$ cat src/rtl/sha_pkg.sv
// Shared constants and FSM state type for the SHA-256 message padder.
package sha_pkg;
  localparam int         BLOCK_W     = 512;
  localparam int         LEN_FIELD_W = 64;
  localparam logic [7:0] PAD_BYTE    = 8'h80;

  typedef enum logic [1:0] {
    IDLE = 2'd0,
    LOAD = 2'd1,
    EMIT = 2'd2,
    DONE = 2'd3
  } state_t;
endpackage

$ cat src/rtl/pad_block_gen.sv
// Combinational generator of one 512-bit padded block from a captured message,
// its byte length and the block index (messages span at most two blocks).
module pad_block_gen
  import sha_pkg::*;
#(
  parameter int MAX_BYTES = 80,
  parameter int CNT_W     = $clog2(MAX_BYTES + 1)
) (
  input  logic [MAX_BYTES*8-1:0] msg,
  input  logic [CNT_W-1:0]       len,
  input  logic                   blk,
  output logic [BLOCK_W-1:0]     block,
  output logic                   last
);

  logic [7:0]             msg_bytes [0:127];
  logic [7:0]             len8_s;
  logic [7:0]             last_idx_s;
  logic [7:0]             g_s;
  logic [LEN_FIELD_W-1:0] len_bits_s;
  logic                   last_s;
  logic [BLOCK_W-1:0]     block_s;

  // Unpack the big-endian message into a zero-extended 128-entry byte table.
  genvar k;
  generate
    for (k = 0; k < 128; k++) begin : g_bytes
      if (k < MAX_BYTES) begin : g_msg
        assign msg_bytes[k] = msg[MAX_BYTES*8-1-8*k -: 8];
      end else begin : g_zero
        assign msg_bytes[k] = 8'h00;
      end
    end
  endgenerate

  // Byte-wise selection: message, pad marker, length field or zero.
  always_comb begin
    len8_s     = 8'(len);
    last_idx_s = (len8_s + 8'd8) >> 6;
    last_s     = (blk == last_idx_s[0]);
    len_bits_s = LEN_FIELD_W'(len) << 3;
    block_s    = '0;
    g_s        = 8'd0;
    for (int j = 0; j < 64; j++) begin
      g_s = {1'b0, blk, j[5:0]};
      if (g_s < len8_s) begin
        block_s[BLOCK_W-1-8*j -: 8] = msg_bytes[g_s[6:0]];
      end else if (g_s == len8_s) begin
        block_s[BLOCK_W-1-8*j -: 8] = PAD_BYTE;
      end else if (last_s && (j >= 56)) begin
        block_s[BLOCK_W-1-8*j -: 8] = len_bits_s[8*(63-j) +: 8];
      end else begin
        block_s[BLOCK_W-1-8*j -: 8] = 8'h00;
      end
    end
  end

  assign block = block_s;
  assign last  = last_s;

endmodule

$ cat src/rtl/sha_msg_padder.sv
// SHA-256 message padder: captures a message, then streams its padded
// 512-bit blocks over a valid/ready handshake.
module sha_msg_padder
  import sha_pkg::*;
#(
  parameter int MAX_BYTES = 80,
  parameter int CNT_W     = $clog2(MAX_BYTES + 1)
) (
  input  logic                   clk,
  input  logic                   n_rst,
  input  logic [MAX_BYTES*8-1:0] inputMsg,
  input  logic [CNT_W-1:0]       msg_len,
  input  logic                   beginPreprocess,
  output logic [BLOCK_W-1:0]     processedMsg,
  output logic                   block_valid,
  input  logic                   block_ready,
  output logic                   last_block,
  output logic                   busy,
  output logic                   done
);

  state_t                 state_r, state_s;
  logic [MAX_BYTES*8-1:0] msg_r, msg_s;
  logic [CNT_W-1:0]       len_r, len_s;
  logic                   blk_r, blk_s;
  logic [BLOCK_W-1:0]     block_r, block_s;
  logic                   valid_r, valid_s;
  logic                   last_r, last_s;
  logic                   busy_r, busy_s;
  logic                   done_r, done_s;

  logic [CNT_W-1:0]       len_sat_s;
  logic                   gen_blk_s;
  logic [BLOCK_W-1:0]     gen_block_s;
  logic                   gen_last_s;

  assign len_sat_s = (msg_len > CNT_W'(MAX_BYTES)) ? CNT_W'(MAX_BYTES) : msg_len;
  // In EMIT the generator looks one block ahead so the next block is ready at the handshake.
  assign gen_blk_s = (state_r == EMIT) ? ~blk_r : 1'b0;

  pad_block_gen #(
    .MAX_BYTES(MAX_BYTES),
    .CNT_W    (CNT_W)
  ) u_gen (
    .msg  (msg_r),
    .len  (len_r),
    .blk  (gen_blk_s),
    .block(gen_block_s),
    .last (gen_last_s)
  );

  // Next-state and next-output logic.
  always_comb begin
    state_s = state_r;
    msg_s   = msg_r;
    len_s   = len_r;
    blk_s   = blk_r;
    block_s = block_r;
    valid_s = valid_r;
    last_s  = last_r;
    case (state_r)
      IDLE: begin
        if (beginPreprocess) begin
          msg_s   = inputMsg;
          len_s   = len_sat_s;
          blk_s   = 1'b0;
          state_s = LOAD;
        end else begin
          state_s = IDLE;
        end
      end
      LOAD: begin
        block_s = gen_block_s;
        valid_s = 1'b1;
        last_s  = gen_last_s;
        state_s = EMIT;
      end
      EMIT: begin
        if (valid_r && block_ready) begin
          if (last_r) begin
            valid_s = 1'b0;
            last_s  = 1'b0;
            state_s = DONE;
          end else begin
            blk_s   = gen_blk_s;
            block_s = gen_block_s;
            last_s  = gen_last_s;
          end
        end else begin
          state_s = EMIT;
        end
      end
      DONE: begin
        state_s = IDLE;
      end
      default: begin
        state_s = IDLE;
      end
    endcase
    done_s = (state_s == DONE);
    busy_s = (state_s != IDLE);
  end

  // State and output registers with synchronous active-low reset.
  always_ff @(posedge clk) begin
    if (!n_rst) begin
      state_r <= IDLE;
      msg_r   <= '0;
      len_r   <= '0;
      blk_r   <= 1'b0;
      block_r <= '0;
      valid_r <= 1'b0;
      last_r  <= 1'b0;
      busy_r  <= 1'b0;
      done_r  <= 1'b0;
    end else begin
      state_r <= state_s;
      msg_r   <= msg_s;
      len_r   <= len_s;
      blk_r   <= blk_s;
      block_r <= block_s;
      valid_r <= valid_s;
      last_r  <= last_s;
      busy_r  <= busy_s;
      done_r  <= done_s;
    end
  end

  assign processedMsg = block_r;
  assign block_valid  = valid_r;
  assign last_block   = last_r;
  assign busy         = busy_r;
  assign done         = done_r;

endmodule

$ cat config.mk
export PLATFORM = sky130hd
export DESIGN_NAME = sha_msg_padder
export DESIGN_NICKNAME = d
export VERILOG_FILES = /design/src/rtl/sha_pkg.sv /design/src/rtl/pad_block_gen.sv /design/src/rtl/sha_msg_padder.sv
export SDC_FILE = /design/constraint.sdc
export NUM_CORES = 2
export LEC_CHECK = 0
export ABC_AREA = 1
export ABC_CLOCK_PERIOD_IN_PS = 5780
export CELL_PAD_IN_SITES_DETAIL_PLACEMENT = 1
export CELL_PAD_IN_SITES_GLOBAL_PLACEMENT = 1
export CORE_AREA = 2 2 451 453
export DETAILED_ROUTE_END_ITERATION = 12
export DIE_AREA = 0 0 453 455
export PLACE_DENSITY = 0.66
export SKIP_LAST_GASP = 1
export SLEW_MARGIN = 5
export SYNTH_ARGS = -nofsm -noshare
export SYNTH_HDL_FRONTEND = slang
export SYNTH_HIERARCHICAL = 1
export SYNTH_SLANG_ARGS = --single-unit
$ cat constraint.sdc
create_clock -name clk -period 5.78 [get_ports clk]
set_input_delay 1.734 -clock clk [delete_from_list [all_inputs] [get_ports clk]]
set_output_delay 1.734 -clock clk [all_outputs]
set_load 0.005 [all_outputs]
Word level (Yosys, flattened, before mapping):

Index checks and enable logic that the tools add are counted.

* register bits: 1166
* output and inout bits: 516

* add/subtract/negate cells: 1
* $lt $le $gt $ge: 129
* equality and inequality tests: 73
* mux-type cells: 341
* bitwise operators: 65
* reductions and logical operators: 10

Operators by type and width (number)
* binary-select mux 8 bit (select 7 bit): 64
* 2-to-1 mux 8 bit: 257
* 2-to-1 mux 512 bit: 2
* case mux 512 bit (2 select lines): 1
* >= comparator 8 bit (second input constant): 64
* inverter 7 -> 8 bit: 64
* == test 7 bit: 64
* less-than comparator 7 bit: 64
* 2-to-1 mux 1 bit: 9
* case mux 2 bit (4 select lines): 1
* adder 7 x 4 -> 7 bit (second input constant): 1
* > comparator 7 bit (second input constant): 1
* 2-to-1 mux 7 bit: 1
* == test 2 bit (second input constant): 3
* 2-to-1 mux 2 bit: 3
* inequality test 2 bit (second input constant): 3
* case mux 1 bit (2 select lines): 3
* AND reduction 3 bit: 2
* nonzero test 2 bit: 3
* AND reduction 2 bit: 2
* AND reduction 4 bit: 1
* == test 2 x 1 -> 1 bit (second input constant): 1
* zero test 2 bit: 1
* inequality test 2 x 1 -> 1 bit (second input constant): 1
* 3 further kinds: 3

Depth between registers and ports, before layout:

* depth in word-level cells: 10
* mapped depth: 16
* gate-level depth less buffers: 15

Modules after synthesis:

Netlist, hierarchy kept.

By module, submodules not included
* sha_msg_padder: times used 1, cells each 5141, area an instance 40869.2 um^2
* pad_block_gen: times used 1, cells each 1455, area an instance 6655.1 um^2

Worst setup path before layout:

Ideal clock, no wire load.

* kind: input port to flip-flop
* start point: in n_rst
* end point: reg block_r[322] (netlist: processedMsg[322])
* library setup time: 0.132 ns
* data arrival time: 2.618 ns
* data required time: 5.648 ns
* path slack: 3.029 ns
* cell stages on the path: 6
* buffers on the path: 4
* cell sequence: buf_2 > inv_1 > buf_2 > buf_2 > buf_1 > a21oi_1

RTL lines
* start: declaration: RTL line sha_msg_padder.sv:10 `input logic n_rst,`
* end signal: assignment: RTL line sha_msg_padder.sv:121 `block_r <= block_s;`
* end: declaration: RTL line sha_msg_padder.sv:26 `logic [BLOCK_W-1:0] block_r, block_s;`

No word-level cell between the ends.

Worst setup path in the final report:

* start point: reg state_r[0]
* end point: reg block_r[164] (netlist: processedMsg[164])

* longest elaborated chain between the ends: 10

RTL lines
* start: declaration: RTL line sha_msg_padder.sv:22 `state_t state_r, state_s;`
* start signal: assignment: RTL line sha_msg_padder.sv:117 `state_r <= state_s;`
* == test 2 bit: RTL line sha_msg_padder.sv:39, sha_msg_padder.sv:61
* 2-to-1 mux 1 bit: RTL line sha_msg_padder.sv:39 `assign gen_blk_s = (state_r == EMIT) ? ~blk_r : 1'b0;`
* inverter 7 -> 8 bit (not written as such): RTL line pad_block_gen.sv:47 `block_s[BLOCK_W-1-8*j -: 8] = msg_bytes[g_s[6:0]];`
* binary-select mux 8 bit (select 7 bit): RTL line pad_block_gen.sv:47
* 2-to-1 mux 8 bit (not written as such) (2 in a row): RTL line pad_block_gen.sv:47
* 2-to-1 mux 8 bit: RTL line pad_block_gen.sv:46 `if (g_s < len8_s) begin`
* 2-to-1 mux 512 bit: RTL line sha_msg_padder.sv:80 `if (last_r) begin`
* 2-to-1 mux 512 bit: RTL line sha_msg_padder.sv:79 `if (valid_r && block_ready) begin`
* case mux 512 bit (2 select lines) (*): RTL line sha_msg_padder.sv:61 `case (state_r)`
* net block_s[164]: RTL line sha_msg_padder.sv:26

The timed path passes the listed nets; every way through them passes the cells marked *. The select of a mux whose other input is x is not followed.
A chain may end at the register's enable or synchronous reset.

==> run_results.csv <==
group,metric,value,unit
critical_path,r2r_start,"state_r[0]",
clocking,postCtsSetupBuffers,0,
critical_path,crit_start,"state_r[0]",
routing,drc,0,
placed_design,place_ws,1.19,ns
synthesis,synth_cell_type_count,42,
synthesis,yosysSeqAreaShare,49.1,%
critical_path,worstSetupEndpointType,"register",
clocking,cts_hold_buf,0,
job,cap_violations,0,
floorplan,die-area,206000,µm²
cells_and_area,layout_common_cells,"nor2_1, dfxtp_1, clkdlybuf4s50_1",
routing,wl,243000,µm
routing,ant_nets,0,
sta,report.final.setup_viol,0,
sta,finalSetupTns,0,ns
clocking,clkLatencyLatePin,0.82,ns
placed_design,gp_congestion,0.847,
cells_and_area,nFillCells,24393,
global_routing,antenna_found_initial,85,
sta,tightest_slew,1.10,ns
clocking,cts-root-buf,"clkbuf_16",
synthesis,ys_ff_latch,1166,
sta,min_period,3.98,ns
routing,dr.pass1.iters,5,
synthesis,synthFlopType,"dfxtp_1",
sta,min_period_over_period,68.9,%
power,powerDensity,331,nW/µm²
floorplan,initial_core_util,23.6,%
global_routing,grt_max_degree,181,
synthesis,synth_edf_count,0,
critical_path,crit_path_max_fanout,34,
synthesis,yosys-top-cells-area,"dfxtp_1, nor2_1, nand2_1",
sta,fin_worst_skew,0.0479,ns
floorplan,ioPinCount,1167,
global_routing,grt_use_total,22.7,%
synthesis,async_flop_share,0,%
worst_hold_path,min_from,"processedMsg[384]",
routing,wire_per_inst,23.6,µm
clocking,cts_buffer_depth,3,
synthesis,yosys_warnings,6,
outcome,status,"finished clean",
synthesis,syn_area_per_cell,7.21,µm²
critical_path,cp.required,6.51,ns
worst_hold_path,hp-class,"register to register",
synthesis,syn_nets,7253,
floorplan,die_h,455,µm
sta,grt_setup_unrepaired,"false",
cells_and_area,final_common_cell,"nor2_1",
cells_and_area,utilization,32.8,%
routing,viasPerCell,4.73,
global_routing,grt_pass1_wl,348000,µm
sta,hold_violations,0,
sta,max_freq,251,MHz
floorplan,die_width,453,µm
floorplan,core,201000,µm²
floorplan,rows,165,
synthesis,synth_top_area_cell,"dfxtp_1",
placed_design,port_buffers,1166,
synthesis,yosysTopAreaCellShare,49.1,%
routing,drtIter0Drc,2827,
critical_path,critical_path_class,"register to register",
global_routing,grt-ovfl-total,0,
power,leakage,23.6,nW
clocking,htreeDepth,4,
global_routing,grt_pass1_vias,49706,
cells_and_area,area_growth,38.8,%
critical_path,start_kind,"register",
sta,relSlewSlack,26.4,%
clocking,cts-buffers-inserted,141,
clocking,clkTransAtPathRegs,0.06,ns
synthesis,syn_inst,6596,
cells_and_area,layout.nets,8135,
clocking,cts_resized,0,
placed_design,dp_hpwl,171000,µm
clocking,cts_sinks,1166,
critical_path,arrival,4.72,ns
routing,vias,48689,
cells_and_area,drive_gt1_share,5.54,%
synthesis,synth_area,47500,µm²
sta,fin_ws,1.80,ns
power,ir_drop,0.311,mV
sta,slew_viol_final,0,
clocking,cts_tree,"done",
-- final timing paths --
kind                                           to  slack (ns)  cells after the start
worst max-delay path            processedMsg[164]        1.80                     13
worst min-delay path            processedMsg[384]        0.46                      2
worst max register to register  processedMsg[164]        1.80                     13
worst min register to register  processedMsg[384]        0.46                      2
-- synthesized netlist by cell type, types with 3 or more instances --
| cell | n |
|---|---|
| nor2_1 | 1639 |
| dfxtp_1 | 1166 |
| nand2_1 | 1078 |
| o21ai_0 | 669 |
| a21oi_1 | 634 |
| nand3_1 | 557 |
| clkbuf_1 | 234 |
| buf_2 | 203 |
| inv_1 | 166 |
| buf_4 | 46 |
| mux2i_1 | 22 |
| o21ai_1 | 21 |
| nand2_2 | 16 |
| buf_6 | 13 |
| o21ai_2 | 13 |
| o21ai_4 | 13 |
| buf_1 | 12 |
| inv_2 | 12 |
| nand2_4 | 9 |
| nor2_2 | 9 |
| nor2_4 | 9 |
| o22ai_1 | 8 |
| ha_1 | 6 |
| a21oi_2 | 5 |
| nor2_8 | 5 |
| nand3_2 | 4 |
| nor3b_1 | 4 |
| nand2_8 | 3 |
| nor3b_2 | 3 |
-- cell families after synthesis --
group / Yosys count / synth area share [%]
adders and majority gates: 6 / 0.158
DFF: 1166 / 49.1
AOI/OAI and AO/OA: 1372 / 15.0
muxes: 22 / 0.463
buffers and inverters: 690 / 6.57
and+or+nand+nor: 3340 / 28.7
-- layout make-up --
cell class | instances | area (µm²) | area share (%)
inverter | 182 | 721 | 1.09
antenna | 46 | 115 | 0.175
tap | 2672 | 3340 | 5.07
clock buffer | 201 | 4120 | 6.24
timing repair buffer | 1247 | 12600 | 19.1
clock inverter | 50 | 664 | 1.01
multi-input combinational | 4740 | 21100 | 32.0
sequential | 1166 | 23300 | 35.4
-- critical path, stage by stage, from the launching register on --
cell	delay (ns)
dfxtp_1	0.33
inv_1	0.11
ha_1	0.25
inv_2	0.09
or2_2	0.34
inv_8	0.29
ha_1	0.45
nand2_4	0.22
nand2_8	0.19
a21oi_1	0.73
nand2_1	0.42
nor2_1	0.19
nand3_1	0.10
a21oi_1	0.20
-- per-stage QoR --
step           instances  power (W)  cell area [µm²]  hold WS (ns)
2_1_floorplan       6596     0.0110            47500         0.444
3_3_place_gp       10007     0.0127            61100         0.449
3_5_place_dp       10007     0.0128            61100         0.453
4_1_cts            10258     0.0222            65800         0.462
5_1_grt            10298     0.0229            65900         0.473
6_report           10304     0.0218            66000         0.460
-- layer usage --
metal	up-vias	GRT usage [%]	wire (µm)
met2	1265	38.6	118000
li1	23156	-	-
met5	-	0	342
met4	52	11.3	11600
met1	23815	26.8	100000
met3	401	5.06	12800
-- sequential cells by signal (all words and copies together) (netlist names) --
name	flops
msg_r	640
processedMsg	512
len_r	7
state_r	2
blk_r	1
block_valid	1
busy	1
done	1
last_block	1
-- power breakdown --
part / internal, W / leakage [nW] / switching (W)
sequential: 0.00857 / 9.55 / 0.000294
clock: 0.00547 / 2.35 / 0.00383
combinational: 0.00123 / 11.7 / 0.00243
(Power assumes the default switching activity.)
